`src/rtl/gpr_pkg.sv`:
```
// Shared constants and enums for the GPR write-port arbiter slice.
package gpr_pkg;

  localparam int DATA_W = 16;
  localparam int ADDR_W = 3;
  localparam int NREG   = 8;

  typedef enum logic {
    CLEAR = 1'b0,
    RUN   = 1'b1
  } state_e;

  typedef enum logic {
    REQ_ALU = 1'b0,
    REQ_MEM = 1'b1
  } req_id_e;

endpackage

```
`src/rtl/gpr_wb_arbiter_if.sv`:
```
// Writeback request/acknowledge bundle plus the registered gpr write port.
interface gpr_wb_arbiter_if #(
  parameter int DATA_W = gpr_pkg::DATA_W,
  parameter int ADDR_W = gpr_pkg::ADDR_W
);

  logic              alu_valid;
  logic              alu_ready;
  logic [ADDR_W-1:0] alu_dest;
  logic [DATA_W-1:0] alu_data;

  logic              mem_valid;
  logic              mem_ready;
  logic [ADDR_W-1:0] mem_dest;
  logic [DATA_W-1:0] mem_data;

  logic              gpr_write_en;
  logic [ADDR_W-1:0] gpr_write_dest;
  logic [DATA_W-1:0] gpr_write_data;
  logic              busy;

  // Requester/observer side
  modport master (
    output alu_valid, alu_dest, alu_data,
    output mem_valid, mem_dest, mem_data,
    input  alu_ready, mem_ready,
    input  gpr_write_en, gpr_write_dest, gpr_write_data, busy
  );

  // Arbiter side
  modport slave (
    input  alu_valid, alu_dest, alu_data,
    input  mem_valid, mem_dest, mem_data,
    output alu_ready, mem_ready,
    output gpr_write_en, gpr_write_dest, gpr_write_data, busy
  );

endinterface

```
`src/rtl/rr_arb2.sv`:
```
// Two-way round-robin arbiter; grant[0]=ALU, grant[1]=MEM, one-hot or zero.
module rr_arb2
  import gpr_pkg::*;
(
  input  logic       req_alu,
  input  logic       req_mem,
  input  req_id_e    last_grant,
  output logic [1:0] grant
);

  always_comb begin
    grant = 2'b00;
    if (req_alu && req_mem) begin
      grant = (last_grant == REQ_MEM) ? 2'b01 : 2'b10;
    end else if (req_alu) begin
      grant = 2'b01;
    end else if (req_mem) begin
      grant = 2'b10;
    end
  end

endmodule

```
`src/rtl/gpr_wb_arbiter.sv`:
```
// GPR write-port controller: clears r0..r(NREG-1) after reset, then
// round-robin shares the single write port between ALU and load writeback.
module gpr_wb_arbiter #(
  parameter int DATA_W = gpr_pkg::DATA_W,
  parameter int ADDR_W = gpr_pkg::ADDR_W,
  parameter int NREG   = gpr_pkg::NREG
) (
  input  logic           clk,
  input  logic           rst_n,
  gpr_wb_arbiter_if.slave bus
);

  import gpr_pkg::*;

  localparam logic [ADDR_W:0] CLR_LAST = (ADDR_W+1)'(NREG - 1);
  localparam logic [ADDR_W:0] CLR_ONE  = (ADDR_W+1)'(1);

  state_e            state_q, state_d;
  logic [ADDR_W:0]   clr_idx_q, clr_idx_d;
  req_id_e           last_grant_q, last_grant_d;
  logic              we_q, we_d;
  logic [ADDR_W-1:0] dest_q, dest_d;
  logic [DATA_W-1:0] data_q, data_d;

  logic [1:0]        grant;
  logic              alu_ready, mem_ready, busy;
  logic              alu_xfer, mem_xfer;

  rr_arb2 u_arb (
    .req_alu    (bus.alu_valid),
    .req_mem    (bus.mem_valid),
    .last_grant (last_grant_q),
    .grant      (grant)
  );

  always_ff @(posedge clk) begin
    if (!rst_n) begin
      state_q      <= CLEAR;
      clr_idx_q    <= '0;
      last_grant_q <= REQ_MEM;
      we_q         <= 1'b0;
      dest_q       <= '0;
      data_q       <= '0;
    end else begin
      state_q      <= state_d;
      clr_idx_q    <= clr_idx_d;
      last_grant_q <= last_grant_d;
      we_q         <= we_d;
      dest_q       <= dest_d;
      data_q       <= data_d;
    end
  end

  always_comb begin
    state_d      = state_q;
    clr_idx_d    = clr_idx_q;
    last_grant_d = last_grant_q;
    we_d         = 1'b0;
    dest_d       = dest_q;
    data_d       = data_q;
    case (state_q)
      CLEAR: begin
        we_d      = 1'b1;
        dest_d    = clr_idx_q[ADDR_W-1:0];
        data_d    = '0;
        clr_idx_d = clr_idx_q + CLR_ONE;
        if (clr_idx_q == CLR_LAST) begin
          state_d = RUN;
        end
      end
      RUN: begin
        // r0 is hardwired zero: the handshake completes but nothing is written
        if (alu_xfer) begin
          we_d         = (bus.alu_dest != '0);
          dest_d       = bus.alu_dest;
          data_d       = bus.alu_data;
          last_grant_d = REQ_ALU;
        end else if (mem_xfer) begin
          we_d         = (bus.mem_dest != '0);
          dest_d       = bus.mem_dest;
          data_d       = bus.mem_data;
          last_grant_d = REQ_MEM;
        end
      end
      default: begin
        state_d = CLEAR;
      end
    endcase
  end

  always_comb begin
    busy      = (state_q == CLEAR);
    alu_ready = (state_q == RUN) && grant[0];
    mem_ready = (state_q == RUN) && grant[1];
    alu_xfer  = bus.alu_valid && alu_ready;
    mem_xfer  = bus.mem_valid && mem_ready;
  end

  assign bus.alu_ready      = alu_ready;
  assign bus.mem_ready      = mem_ready;
  assign bus.busy           = busy;
  assign bus.gpr_write_en   = we_q;
  assign bus.gpr_write_dest = dest_q;
  assign bus.gpr_write_data = data_q;

endmodule

```
`src/flat_wrapper.sv`:
```
// flat-port wrapper written by rule: the top's interface ports become plain ports
module gpr_wb_arbiter_flat import gpr_pkg::*;
#(
  parameter int DATA_W = gpr_pkg::DATA_W,
  parameter int ADDR_W = gpr_pkg::ADDR_W,
  parameter int NREG   = gpr_pkg::NREG
)
  (clk, rst_n, bus_alu_valid, bus_alu_dest, bus_alu_data, bus_mem_valid, bus_mem_dest, bus_mem_data, bus_alu_ready, bus_mem_ready, bus_gpr_write_en, bus_gpr_write_dest, bus_gpr_write_data, bus_busy);
  gpr_wb_arbiter_if #(.DATA_W(DATA_W), .ADDR_W(ADDR_W)) bus_i ();
  input  logic clk;
  input  logic rst_n;
  input wire logic [$bits(bus_i.alu_valid)-1:0] bus_alu_valid;
  input wire logic [$bits(bus_i.alu_dest)-1:0] bus_alu_dest;
  input wire logic [$bits(bus_i.alu_data)-1:0] bus_alu_data;
  input wire logic [$bits(bus_i.mem_valid)-1:0] bus_mem_valid;
  input wire logic [$bits(bus_i.mem_dest)-1:0] bus_mem_dest;
  input wire logic [$bits(bus_i.mem_data)-1:0] bus_mem_data;
  output wire logic [$bits(bus_i.alu_ready)-1:0] bus_alu_ready;
  output wire logic [$bits(bus_i.mem_ready)-1:0] bus_mem_ready;
  output wire logic [$bits(bus_i.gpr_write_en)-1:0] bus_gpr_write_en;
  output wire logic [$bits(bus_i.gpr_write_dest)-1:0] bus_gpr_write_dest;
  output wire logic [$bits(bus_i.gpr_write_data)-1:0] bus_gpr_write_data;
  output wire logic [$bits(bus_i.busy)-1:0] bus_busy;
  assign bus_i.alu_valid = bus_alu_valid;
  assign bus_i.alu_dest = bus_alu_dest;
  assign bus_i.alu_data = bus_alu_data;
  assign bus_i.mem_valid = bus_mem_valid;
  assign bus_i.mem_dest = bus_mem_dest;
  assign bus_i.mem_data = bus_mem_data;
  assign bus_alu_ready = bus_i.alu_ready;
  assign bus_mem_ready = bus_i.mem_ready;
  assign bus_gpr_write_en = bus_i.gpr_write_en;
  assign bus_gpr_write_dest = bus_i.gpr_write_dest;
  assign bus_gpr_write_data = bus_i.gpr_write_data;
  assign bus_busy = bus_i.busy;
  gpr_wb_arbiter #(.DATA_W(DATA_W), .ADDR_W(ADDR_W), .NREG(NREG)) u_core (.clk(clk), .rst_n(rst_n), .bus(bus_i));
endmodule
```
`config.mk`:
```
export PLATFORM = sky130hd
export DESIGN_NAME = gpr_wb_arbiter_flat
export DESIGN_NICKNAME = d
export VERILOG_FILES = /design/src/rtl/gpr_pkg.sv /design/src/rtl/gpr_wb_arbiter_if.sv /design/src/rtl/rr_arb2.sv /design/src/rtl/gpr_wb_arbiter.sv /design/src/flat_wrapper.sv
export SDC_FILE = /design/constraint.sdc
export NUM_CORES = 1
export LEC_CHECK = 0
export BUFFER_PORTS_ARGS = -buffer_cell sky130_fd_sc_hd__buf_2
export CAP_MARGIN = 20
export CORE_MARGIN = 3
export CORE_UTILIZATION = 43
export CTS_BUF_LIST = sky130_fd_sc_hd__clkbuf_4 sky130_fd_sc_hd__clkbuf_8 sky130_fd_sc_hd__clkbuf_16
export CTS_CLUSTER_DIAMETER = 40
export DETAILED_ROUTE_END_ITERATION = 8
export GPL_TIMING_DRIVEN = 0
export PLACE_DENSITY = 0.85
export SLEW_MARGIN = 0
export SYNTH_ARGS = -nofsm -noshare
export SYNTH_HDL_FRONTEND = slang
export SYNTH_SLANG_ARGS = --single-unit
```
`constraint.sdc`:
```
create_clock -name clk -period 1.7 [get_ports clk]
set_input_delay 0.34 -clock clk [delete_from_list [all_inputs] [get_ports clk]]
set_output_delay 0.34 -clock clk [all_outputs]
set_load 0.02 [all_outputs]
```
Yosys cells after proc, flatten, opt, wreduce, memory -nomap -nowiden
Index checks and enable logic that the tools add are counted.
{"block": "word_totals", "regBits": 26, "in_bits": 42}
{"block": "op_classes", "add_sub_neg": 1, "n_eq_ne": 2, "n_mux": 17, "n_bitwise": 1, "reduce_logical": 9}
{"operator": "$mux 16", "count": 2}
{"operator": "$pmux 16 s2", "count": 1}
{"operator": "$mux 2", "count": 4}
{"operator": "$mux 1", "count": 6}
{"operator": "$mux 3", "count": 2}
{"operator": "$pmux 3 s2", "count": 1}
{"operator": "$reduce_bool 3->1", "count": 2}
{"operator": "$logic_and 1x1->1", "count": 5}
{"operator": "$add 4x1->4 const B", "count": 1}
{"operator": "$eq 4x3->1 const B", "count": 1}
{"operator": "$ne 3x3->1 const B", "count": 1}
{"operator": "$pmux 1 s2", "count": 1}
{"operator": "$reduce_and 2->1", "count": 1}
{"operator": "$reduce_bool 2->1", "count": 1}
{"operator": "$not 1->1", "count": 1}

Depth between registers and ports, before layout
Gate-level depths: netlist of run 1.
{"block": "logic_depth", "word_depth": 8, "depth_mapped": 6, "mapped_depth_nobuf": 4}

Cells and area by module
From an unflattened synthesis of run 1, not the netlist that was laid out.
{"block": "unflattened", "cells_unflattened": 129, "area_unflattened_um2": 1217.4}
{"module": "gpr_wb_arbiter", "n_inst": 1, "cells_each": 126, "area_per_inst_um2": 1198.6}
{"module": "rr_arb2", "n_inst": 1, "cells_each": 3, "area_per_inst_um2": 18.8}

Worst setup path after synthesis of run 1
No wires, ideal clock.
{"block": "synth_timing", "path_kind": "flip-flop to flip-flop", "startpoint": "register u_core.state_q", "endpoint": "register u_core.data_q[0], in the netlist u_core.bus.gpr_write_data[0]", "setup_ns": 0.122, "arrival_time_ns": 1.306, "required_ns": 1.578, "slack_ns": 0.272, "path_stages_with_launch": 7, "path_buffers": 3, "period_less_slack_ns": 1.428, "path_cell_list": "dfxtp_1 -> buf_4 -> and2_1 -> and3_1 -> buf_2 -> buf_4 -> a221o_1"}
{"block": "synth_via", "elab_chain_cells": 4, "elab_cells_between_ends": 8, "classes_between": "eq/ne: 1; mux: 2; bitwise: 1; reduce/logical: 4"}
{"item": "start, declared", "line": "gpr_wb_arbiter.sv:18", "rtl": "state_e state_q, state_d;"}
{"item": "start signal, assigned", "line": "gpr_wb_arbiter.sv:45", "rtl": "state_q <= state_d;"}
{"item": "$logic_and 1x1->1", "line": "gpr_wb_arbiter.sv:93", "rtl": "alu_ready = (state_q == RUN) && grant[0];"}
{"item": "$logic_and 1x1->1", "line": "gpr_wb_arbiter.sv:95", "rtl": "alu_xfer = bus.alu_valid && alu_ready;"}
{"item": "$mux 16", "line": "gpr_wb_arbiter.sv:73", "rtl": "if (alu_xfer) begin"}
{"item": "$pmux 16 s2", "line": "gpr_wb_arbiter.sv:61", "rtl": "case (state_q)"}
{"item": "end signal, assigned", "line": "gpr_wb_arbiter.sv:50", "rtl": "data_q <= data_d;"}
{"item": "end, declared", "line": "gpr_wb_arbiter.sv:23", "rtl": "logic [DATA_W-1:0] data_q, data_d;"}
Parallel ways exist; a longest one is shown, timed or not.
A chain may end at the register's enable or synchronous reset.

Worst setup path after layout of run 1
{"block": "layout_timing", "startpoint": "register u_core.last_grant_q", "endpoint": "output port bus_alu_ready"}
{"block": "layout_via", "elab_chain_cells": 3}
{"item": "start, declared", "line": "gpr_wb_arbiter.sv:20", "rtl": "req_id_e last_grant_q, last_grant_d;"}
{"item": "start signal, assigned", "line": "gpr_wb_arbiter.sv:47", "rtl": "last_grant_q <= last_grant_d;"}
{"item": "$mux 2", "line": "rr_arb2.sv:14", "rtl": "grant = (last_grant == REQ_MEM) ? 2'b01 : 2'b10;"}
{"item": "$mux 2", "line": "rr_arb2.sv:13", "rtl": "if (req_alu && req_mem) begin"}
{"item": "$logic_and 1x1->1", "line": "gpr_wb_arbiter.sv:93"}
{"item": "end, declared", "line": "flat_wrapper.sv:18", "rtl": "output wire logic [$bits(bus_i.alu_ready)-1:0] bus_alu_ready;"}
No other way between the ends.

==> results of run 1 <==
cells in the final DEF, fill, tap and decap left out:
cell,count
a31oi_1,3
nand2b_2,1
o21a_1,2
inv_2,1
ha_1,1
and3_1,3
buf_6,2
nor2_1,3
nand2b_1,1
o211a_1,1
a21boi_0,1
clkbuf_1,3
a221o_1,16
o22ai_1,1
a32oi_1,1
and2_4,1
nand4_1,1
nor3_1,2
buf_4,2
or2_0,1
nor2b_1,1
nand2_1,4
and4bb_1,1
o2111a_1,1
or4_1,1
o21ai_0,2
nand4b_1,2
clkbuf_8,1
dfxtp_1,26
mux2i_1,2
a21oi_1,2
and4_4,1
and2_1,19
clkbuf_4,3
buf_2,66
inv_1,1
xnor2_1,2
kinds of logic (layout without fill, tap and decap cells):
| family | Yosys count | in the layout | synth area share [%] |
|---|---|---|---|
| multiplexers | 2 | 2 | 1.73 |
| AND/OR/NAND/NOR | 42 | 42 | 22.7 |
| AO/OA/AOI/OAI | 30 | 30 | 22.3 |
| buffers and inverters | 11 | 79 | 5.73 |
| flip-flops | 26 | 26 | 45.0 |
| XOR/XNOR | 2 | 2 | 1.51 |
| adder cells (fa/ha/maj) | 1 | 1 | 1.08 |
metal layers:
| layer | track usage [%] | vias up | wire length, um |
|---|---|---|---|
| met5 | 0 | - | 0 |
| met3 | 3.79 | 0 | 242 |
| li1 | - | 562 | - |
| met2 | 30.3 | 51 | 1410 |
| met4 | 4.97 | 0 | 0 |
| met1 | 22.2 | 533 | 1330 |
report_power, final:
group	total, W	internal, W	switching [W]
clock	0.000309	0.000131	0.000178
sequential	0.000632	0.000622	0.00000964
combinational	0.000113	0.0000596	0.0000533
cell type report:
class | instances | area, um2 | area share [%]
multi-input cells | 77 | 573 | 36.9
inverters | 2 | 7.51 | 0.483
clock buffers | 4 | 36.3 | 2.33
repair buffers | 64 | 320 | 20.6
well taps | 30 | 37.5 | 2.42
plain buffers | 9 | 58.8 | 3.78
flip-flops and latches | 26 | 520 | 33.5
per-stage QoR:
step | instances | power [W] | utilization (%) | hold WS (ns) | setup WS (ns)
floorplan | 114 | 0.000688 | - | 0.470 | 0.272
global placement | 208 | 0.000750 | 60.1 | 0.511 | 0.0422
detailed placement | 208 | 0.000757 | 60.1 | 0.525 | 0.0165
CTS | 212 | 0.00106 | 61.5 | 0.232 | 0.0890
global route | 212 | 0.00110 | 61.6 | 0.209 | 0.0231
finish | 212 | 0.00105 | 61.6 | 0.238 | 0.0832
sequential cells by signal (all words and copies together) (netlist names):
signal	flops
u_core.bus.gpr_write_data	16
u_core.clr_idx_q	4
u_core.state_q	1
u_core.bus.gpr_write_dest	3
u_core.bus.gpr_write_en	1
u_core.last_grant_q	1
final timing paths:
| check | slack, ns | start | cells after the start | endpoint |
|---|---|---|---|---|
| worst max-delay path | 0.08 | u_core.last_grant_q | 3 | bus_alu_ready |
| worst max register to register | 0.18 | u_core.state_q | 5 | u_core.bus.gpr_write_data[15] |
| worst min-delay path | 0.24 | bus_mem_data[2] | 2 | u_core.bus.gpr_write_data[2] |
| worst min register to register | 0.57 | u_core.last_grant_q | 2 | u_core.last_grant_q |
==> reports/metrics.csv, run 1 <==
stage,metric,value,unit
synth,ys_seq_elements,26,
floorplanning,dieHeight,57.9,um
synth,synth_top_cells_by_count,"26 x dfxtp_1, 20 x and2_1, 16 x a221o_1",
clock_tree,cts-buffers-inserted,3,
grt,grt_max_degree,15,
synth,yosys.cell_types.count,34,
grt,grt_pass1_vias,1125,
synth,syn_inst,114,
synth,yosysSeqAreaShare,45.0,%
clock_tree,postCtsHoldBufs,0,
grt,grt_overflow,0,
pwr,vdd_drop_max,0.000399,V
run_status,status,completed,
floorplanning,core,2520,um2
worst_setup_path,crit_buf_inv,1,
worst_setup_path,critPathTopFamily,simple AND/OR/NAND/NOR gates,
run,cap_violations,0,
timing,period_share,95.1,%
placed_design,place_area,1520,um2
synth,synth_fp_nets,157,
synth,synth_top_cell_by_area,dfxtp_1,
timing,rsz0062_at_grt,no,
floorplanning,die_area,3350,um2
clock_tree,cts_root_buffer,clkbuf_4,
pwr,leakagePower,0.781,nW
timing,tightest_slew,0.378,ns
synth,yosysMostFrequentCell,dfxtp_1,
synth,synth_area_leaders,"dfxtp_1 45%, a221o_1 14%, and2_1 11%",
cells_and_area,nets,226,
clock_tree,clk-insertion-delay-late,0.31,ns
synth,synth_top_area_share,45.0,%
timing,hold_viol,0,
synth,synthesis.area,1160,um2
worst_setup_path,required,1.36,ns
placed_design,dp_hpwl,2.30,mm
synth,synthArstFlopShare,0,%
clock_tree,clkTransAtPathRegs,0.14,ns
clock_tree,post_cts_buffers,0,
synth,yosys_warnings,0,
worst_setup_path,cp-start-kind,flop,
worst_setup_path,critPathKind,flop to output port,
placed_design,numPortBuffers,64,
clock_tree,cts_tree,yes,
clock_tree,post_cts_resized,0,
synth,synthFlopType,dfxtp_1,
worst_setup_path,cp_max_fo,5,
grt,antenna_found_initial,0,
timing,fin_crit,1.62,ns
timing,slew_headroom,74.8,%
route,post-route-drc-count,0,
floorplanning,die_width,57.9,um
floorplanning,initial_core_util,45.9,%
synth,synth_area_per_cell,10.2,um2
timing,finalSetupTns,0,ns
grt,grt_pass1_wl,4.74,mm
floorplanning,fp-row-count,18,
grt,gr-usage-all-layers,17.6,%
route,antenna_left,0,
cells_and_area,n_antenna_cell,0,
route,drt_iter0_drc,53,
cells_and_area,drive_gt1_share,42.9,%
clock_tree,clock_tree.buffer_depth,2,
clock_tree,clkSinkCount,26,
clock_tree,htree_num_levels,1,
worst_setup_path,crit_slowest_cell,dfxtp_1,
route,firstDrtPassIters,4,
pwr,power.density,678,nW/um2
worst_setup_path,arrival,1.28,ns
worst_setup_path,worstSetupEndpointType,output port,
route,wl_per_cell,14.1,um
route,vias,1146,
timing,slew_violations,0,
floorplanning,io_pins,65,
synth,synth_edf_count,0,
cells_and_area,area.growth.synth_to_final,34.3,%
worst_hold_path,hold_class,primary input to flop,
route,via_per_inst,5.41,
timing,setup_viol,0,
worst_setup_path,cp_slowest_stage_delay,0.37,ns
timing,max_freq,0.619,GHz
cells_and_area,design_area,1550,um2
placed_design,gp_congestion,0.827,
worst_setup_path,path_cells,nand2b_2 -> and3_1 -> buf_2,
cells_and_area,fill_cells,227,
timing,fin_skew,0.00108,ns
route,drt-total-wl,2.98,mm
(Power assumes the default switching activity.)
==> run 2, diff against run 1 <==
Settings changed: REMOVE_ABC_BUFFERS from default to 1.
==> run 2 against run 1 <==
Compared with the run above:
- register-to-register slack improved by 0.02 ns
- setup slack improved by 0.0077 ns
- clock power rose by 36%
- flip-flop and latch count did not move
- non-clock buffer count fell by 7
- sequential power barely moved
- first-iteration DRC count rose by 11%
- via count fell by 3.8%
==> reports/metrics.csv, run 2 (same netlist as run 1, synthesis figures left out) <==
stage,metric,value,unit,change
cells_and_area,area.growth.synth_to_final,32.0,%,
grt,grt_max_degree,19,,+4
timing,finalSetupTns,0,ns,unchanged
clock_tree,htree_num_levels,1,,unchanged
cells_and_area,n_antenna_cell,0,,unchanged
placed_design,placed_cells,199,,-4.3%
worst_setup_path,crit_start,u_core.last_grant_q,,
worst_setup_path,worstSetupEndpointType,output port,,
worst_setup_path,reg2reg_slack,0.20,ns,+0.02 ns
pwr,vdd_drop_max,0.000537,V,+34%
placed_design,gp_congestion,0.910,,+10%
floorplanning,dieHeight,57.9,um,unchanged
worst_setup_path,required,1.36,ns,about the same
floorplanning,fp-row-count,18,,unchanged
floorplanning,io_pins,65,,unchanged
worst_setup_path,cp_slowest_stage_delay,0.36,ns,about the same
worst_setup_path,r2r-end,u_core.bus.gpr_write_data[3],,
timing,tightest_slew,0.574,ns,+0.196 ns
pwr,power.density,759,nW/um2,+12%
route,antenna_left,0,,unchanged
floorplanning,initial_core_util,45.9,%,unchanged
worst_setup_path,crit_slowest_cell,dfxtp_1,,
cells_and_area,nets,219,,-3.1%
cells_and_area,layout_commonest_cell,buf_2,,
worst_setup_path,cp-start-kind,flop,,
timing,fin_skew,0.00814,ns,+0.00706 ns
route,post-route-drc-count,0,,unchanged
route,via_per_inst,5.38,,-0.47%
timing,hold_viol,0,,unchanged
grt,antenna_found_initial,0,,unchanged
route,wl_per_cell,14.3,um,+1.5%
clock_tree,cts_root_buffer,clkbuf_4,,
clock_tree,clkSinkCount,26,,unchanged
timing,timing.final.ws_setup,0.0909,ns,+0.00769 ns
clock_tree,cts_tree,yes,,
route,drt_iter0_drc,59,,+11%
run,cap_violations,0,,unchanged
route,vias,1103,,-3.8%
grt,grt_pass1_wl,4.89,mm,+3.2%
grt,grt_overflow,0,,unchanged
run_status,status,completed,,
worst_setup_path,cp_max_fo,5,,unchanged
floorplanning,core,2520,um2,unchanged
timing,setup_viol,0,,unchanged
worst_setup_path,path_cells,nand2b_2 -> and3_1 -> buf_2,,
clock_tree,clock_tree.buffer_depth,2,,unchanged
worst_setup_path,critPathTopFamily,simple AND/OR/NAND/NOR gates,,
placed_design,dp_slack,-0.0740,ns,-0.0905 ns
clock_tree,clk-insertion-delay-late,0.32,ns,about the same
cells_and_area,layout_common_cells,"64 x buf_2, 25 x dfxtp_1, 20 x and2_1",,
cells_and_area,drive_gt1_share,42.3,%,-0.57 points
floorplanning,die_area,3350,um2,unchanged
timing,rsz0062_at_grt,no,,
worst_setup_path,cp.depth,3,,unchanged
timing,fin_crit,1.61,ns,-0.00769 ns
route,firstDrtPassIters,4,,unchanged
cells_and_area,largest_reg_flops,16,,unchanged
worst_setup_path,arrival,1.27,ns,about the same
worst_setup_path,cp-endpoint,bus_alu_ready,,
placed_design,dp_hpwl,2.17,mm,-5.5%
worst_setup_path,r2r_cells,4,,-1
clock_tree,postCtsHoldBufs,0,,unchanged
worst_hold_path,hold_class,primary input to flop,,
clock_tree,cts-buffers-inserted,3,,unchanged
cells_and_area,final_cell_count_no_fill,205,,-3.3%
worst_setup_path,critPathKind,flop to output port,,
timing,slew_violations,0,,unchanged
floorplanning,die_width,57.9,um,unchanged
placed_design,numPortBuffers,64,,unchanged
clock_tree,clkTransAtPathRegs,0.14,ns,about the same
timing,slew_headroom,61.7,%,-13 points
grt,grt_pass1_vias,1090,,-3.1%
route,drt-total-wl,2.93,mm,-1.8%
timing,max_freq,0.621,GHz,+0.48%
worst_setup_path,crit_buf_inv,1,,unchanged
worst_setup_path,rr_startpoint,u_core.state_q,,
grt,gr-usage-all-layers,18.2,%,+0.57 points
pwr,leakagePower,0.762,nW,-2.4%
timing,period_share,94.7,%,-0.45 points
pwr,p_total,0.00116,W,+10%
-- run 2: cell count changes in the layout (fill, tap and decap cells not counted), sizes merged --
cell / delta
bufinv: +1
buf: -4
clkbuf: -4
-- run 2: through the flow --
step	instance area (um2)	util, %	hold slack, ns
after CTS	1510	60.0	0.218
after floorplan	1100	-	0.402
final	1530	60.6	0.231
after global placement	1460	57.7	0.504
after global routing	1530	60.6	0.227
after detailed placement	1460	57.7	0.506
-- run 2: power by group --
part / total (W) / internal (W) / switching [W]
clock: 0.000420 / 0.000238 / 0.000181
sequential: 0.000630 / 0.000621 / 0.00000952
combinational: 0.000109 / 0.0000579 / 0.0000515
-- run 2: layout make-up --
type / instances / area, um2
fillers: 219 / 995
multi-input cells: 77 / 571
flip-flops and latches: 26 / 524
repair buffers: 66 / 335
well taps: 30 / 37.5
clock inverters: 1 / 30.0
clock buffers: 3 / 22.5
inverters: 2 / 7.51
-- run 2: worst min path at each step --
| stage | startpoint | end | depth (start not counted) |
|---|---|---|---|
| after detailed placement | u_core.last_grant_q | u_core.last_grant_q | 2 |
| final | bus_alu_data[6] | u_core.bus.gpr_write_data[6] | 2 |
| after global placement | u_core.last_grant_q | u_core.last_grant_q | 2 |
| after global routing | bus_mem_data[11] | u_core.bus.gpr_write_data[11] | 2 |
| after CTS | bus_alu_data[6] | u_core.bus.gpr_write_data[6] | 2 |
| after floorplan | rst_n | u_core.last_grant_q | 1 |
-- run 2: repair_timing --
item | 4_1_cts | 5_1_grt
resized for setup | 2 | 0
buffers inserted | 0 | 2
endpoints found under the setup margin | 18 | 1
-- run 2: per-layer routing --
layer / track usage (%) / share of wire [%] / vias up
li1: - / - / 544
met5: 0 / 0 / -
met3: 3.12 / 9.3 / 2
met4: 5.30 / 0.72 / 0
met2: 30.8 / 47 / 65
met1: 23.7 / 43 / 492
==> run 3, diff against run 2 <==
Settings changed: ABC_AREA from default to 1, CORE_UTILIZATION 43 to 45, PLACE_DENSITY 0.85 to 0.86, SETUP_SLACK_MARGIN from default to 0.4, SYNTH_HIERARCHICAL from default to 1.
==> run 3 against run 2 <==
Compared with the run above:
- first-iteration DRC count up 42%
- via count up 43%
- largest power group unchanged
- utilization up 12 points
- combinational power up 49%
- flip-flop and latch count unchanged
- clock power up 2%
- cell area up 24%
==> reports/metrics.csv, run 3 <==
stage,metric,value,unit,change
run_status,status,completed,,
grt,gr-usage-all-layers,23.0,%,+4.8 points
pwr,sw_frac_of_total,23.4,%,+2.5 points
timing,timing.final.ws_setup,0.171,ns,+0.0797 ns
cells_and_area,nets,325,,+48%
route,wl_per_cell,12.7,um,-11%
clock_tree,cts_root_buffer,clkbuf_4,,
worst_setup_path,required,1.89,ns,+0.53 ns
synth,synth_area_leaders,"dfxtp_1 40%, nand2_1 29%, a21oi_1 7.7%",,
grt,grt_overflow,0,,unchanged
grt,grt_max_degree,22,,+3
synth,yosysSeqAreaShare,40.2,%,-4.7 points
synth,synth_top_area_share,40.2,%,-4.7 points
pwr,p_clk_share,35.2,%,-1.0 points
run,cap_violations,0,,unchanged
route,antenna_left,0,,unchanged
worst_setup_path,cp_max_fo,5,,unchanged
worst_setup_path,crit_slowest_cell,dfxtp_2,,
floorplanning,die_area,3550,um2,+6.1%
worst_setup_path,critPathTopFamily,simple AND/OR/NAND/NOR gates,,
cells_and_area,n_antenna_cell,0,,unchanged
cells_and_area,drive_gt1_share,35.2,%,-7.1 points
placed_design,placed_cells,291,,+46%
timing,hold_ws,0.259,ns,+0.0277 ns
clock_tree,clkSinkCount,26,,unchanged
floorplanning,core,2610,um2,+3.6%
synth,yosysMostFrequentCell,nand2_1,,
synth,syn_inst,206,,+81%
synth,ys_seq_elements,26,,unchanged
clock_tree,htree_num_levels,1,,unchanged
placed_design,dp_slack,-0.552,ns,-0.478 ns
grt,antenna_found_initial,0,,unchanged
synth,yosys.cell_types.count,18,,-47%
route,post-route-drc-count,0,,unchanged
route,via_per_inst,5.06,,-6.0%
pwr,seq_power_share,51.6,%,-2.8 points
cells_and_area,layout_common_cells,"98 x nand2_1, 61 x buf_2, 24 x dfxtp_1",,
synth,synth_area_per_cell,6.28,um2,-38%
worst_hold_path,hold_class,primary input to flop,,
clock_tree,clk-insertion-delay-late,0.32,ns,about the same
placed_design,numPortBuffers,64,,unchanged
pwr,power.internal,0.000935,W,+2.0%
cells_and_area,layout_commonest_cell,nand2_1,,
worst_setup_path,cp_slowest_stage_delay,0.39,ns,+0.03 ns
timing,finalSetupTns,0,ns,unchanged
timing,setup_viol,0,,unchanged
pwr,switching_power,0.000286,W,+18%
grt,grt_pass1_vias,1453,,+33%
cells_and_area,design_area,1900,um2,+24%
timing,fin_skew,0.00608,ns,-0.00206 ns
timing,rsz0062_at_grt,yes,,
floorplanning,io_pins,65,,unchanged
synth,synth_top_cells_by_count,"101 x nand2_1, 26 x dfxtp_1, 20 x a21oi_1",,
synth,synth_edf_count,0,,unchanged
worst_setup_path,crit_buf_inv,3,,+2
pwr,power_frac_comb,13.3,%,+3.9 points
cells_and_area,area.growth.synth_to_final,46.9,%,
pwr,vdd_drop_max,0.000470,V,-12%
synth,synthArstFlopShare,0,%,unchanged
route,firstDrtPassIters,4,,unchanged
clock_tree,cts_tree,yes,,
floorplanning,dieHeight,59.6,um,+3.0%
pwr,leakagePower,1.00,nW,+31%
worst_setup_path,critPathKind,flop to flop,,
clock_tree,clkTransAtPathRegs,0.15,ns,about the same
synth,synthesis.area,1290,um2,+12%
synth,yosys_warnings,6,,+6
placed_design,dp_hpwl,2.36,mm,+8.7%
timing,slew_headroom,55.5,%,-6.2 points
grt,grt_pass1_wl,6.22,mm,+27%
worst_setup_path,path_cells,nand3_2 -> nand2_4 -> buf_6 -> nand3_4 -> buf_12 -> nand2_4 -> nand2_2 -> nand2_1 -> inv_1 -> nor2_1 -> nor2_1,,
timing,fin_crit,1.53,ns,-0.0797 ns
route,drt-total-wl,3.96,mm,+35%
route,vias,1573,,+43%
synth,synthFlopType,dfxtp_1,,
timing,tightest_slew,0.666,ns,+0.0920 ns
timing,hold_viol,0,,unchanged
clock_tree,postCtsHoldBufs,0,,unchanged
route,drt_iter0_drc,84,,+42%
worst_setup_path,cp-start-kind,flop,,
cells_and_area,final_cell_count_no_fill,311,,+52%
placed_design,place_area,1600,um2,+9.5%
placed_design,gp_congestion,0.785,,-14%
floorplanning,fp-row-count,18,,unchanged
timing,slew_violations,0,,unchanged
timing,max_freq,0.654,GHz,+5.2%
clock_tree,clock_tree.buffer_depth,2,,unchanged
floorplanning,die_width,59.6,um,+3.0%
timing,period_share,90.0,%,-4.7 points
cells_and_area,largest_reg_flops,16,,unchanged
clock_tree,cts-buffers-inserted,3,,unchanged
worst_setup_path,arrival,1.72,ns,+0.45 ns
pwr,power.density,643,nW/um2,-15%
synth,synth_top_cell_by_area,dfxtp_1,,
worst_setup_path,worstSetupEndpointType,flop,,
cells_and_area,fill_cells,212,,-3.2%
floorplanning,initial_core_util,49.5,%,+3.6 points
run 3: cell count changes in the layout (fill, tap and decap cells not counted), sizes merged, moves of 9 or more:
cell and delta:
a21oi +18, a221o -16, and2 -20, buf +11, inv +9, nand2 +99, nand3 +9, nor2 +16
run 3: final cells by class:
class / instances / area (um2) / area share, %
Clock buffer: 3 / 22.5 / 1.18
Clock inverter: 1 / 30.0 / 1.58
Inverter: 11 / 48.8 / 2.57
Multi-Input combinational cell: 162 / 762 / 40.1
Sequential cell: 26 / 526 / 27.6
Tap cell: 30 / 37.5 / 1.97
Timing Repair Buffer: 78 / 474 / 25.0
run 3: metal layers:
layer	track usage [%]	wire, um
met4	11.1	74
met1	26.5	1520
met5	0	0
met3	4.14	288
met2	40.6	2070
run 3: logic make-up after synthesis:
logic type	count (synthesis)	synth area share (%)
simple gates	134	41.6
flops	26	40.2
compound gates	25	9.67
buf+inv	20	7.54
fa+ha+maj	1	0.967
run 3: through the flow:
step	power [W]	util, %
finish	0.00122	72.7
global placement	0.000774	61.1
CTS	0.00121	71.6
detailed placement	0.000778	61.1
global route	0.00127	72.7
floorplan	0.000708	-
run 3: repair_timing:
| action | CTS | global route |
|---|---|---|
| buffers inserted | 13 | 1 |
| setup endpoints to repair | 24 | 24 |
| resized for setup | 22 | 7 |
| cloned | 2 | 0 |
| pin swaps | 8 | 4 |
run 3: power by group through the flow:
stage	Clock (W)	Combinational, W	Sequential, W
after floorplan	0	0.0000575	0.000651
after global placement	0	0.000130	0.000645
after detailed placement	0	0.000133	0.000645
after CTS	0.000428	0.000154	0.000630
after global routing	0.000458	0.000180	0.000632
final	0.000429	0.000162	0.000630
run 3: final timing paths:
check / from / end / slack [ns] / cells past startpoint
setup / recovery: u_core/last_grant_q / u_core/bus.gpr_write_dest[2] / 0.17 / 11
hold / removal: rst_n / u_core/last_grant_q / 0.26 / 2
setup reg to reg: u_core/last_grant_q / u_core/bus.gpr_write_dest[2] / 0.17 / 11
hold reg to reg: u_core/clr_idx_q[3] / u_core/clr_idx_q[3] / 0.47 / 1
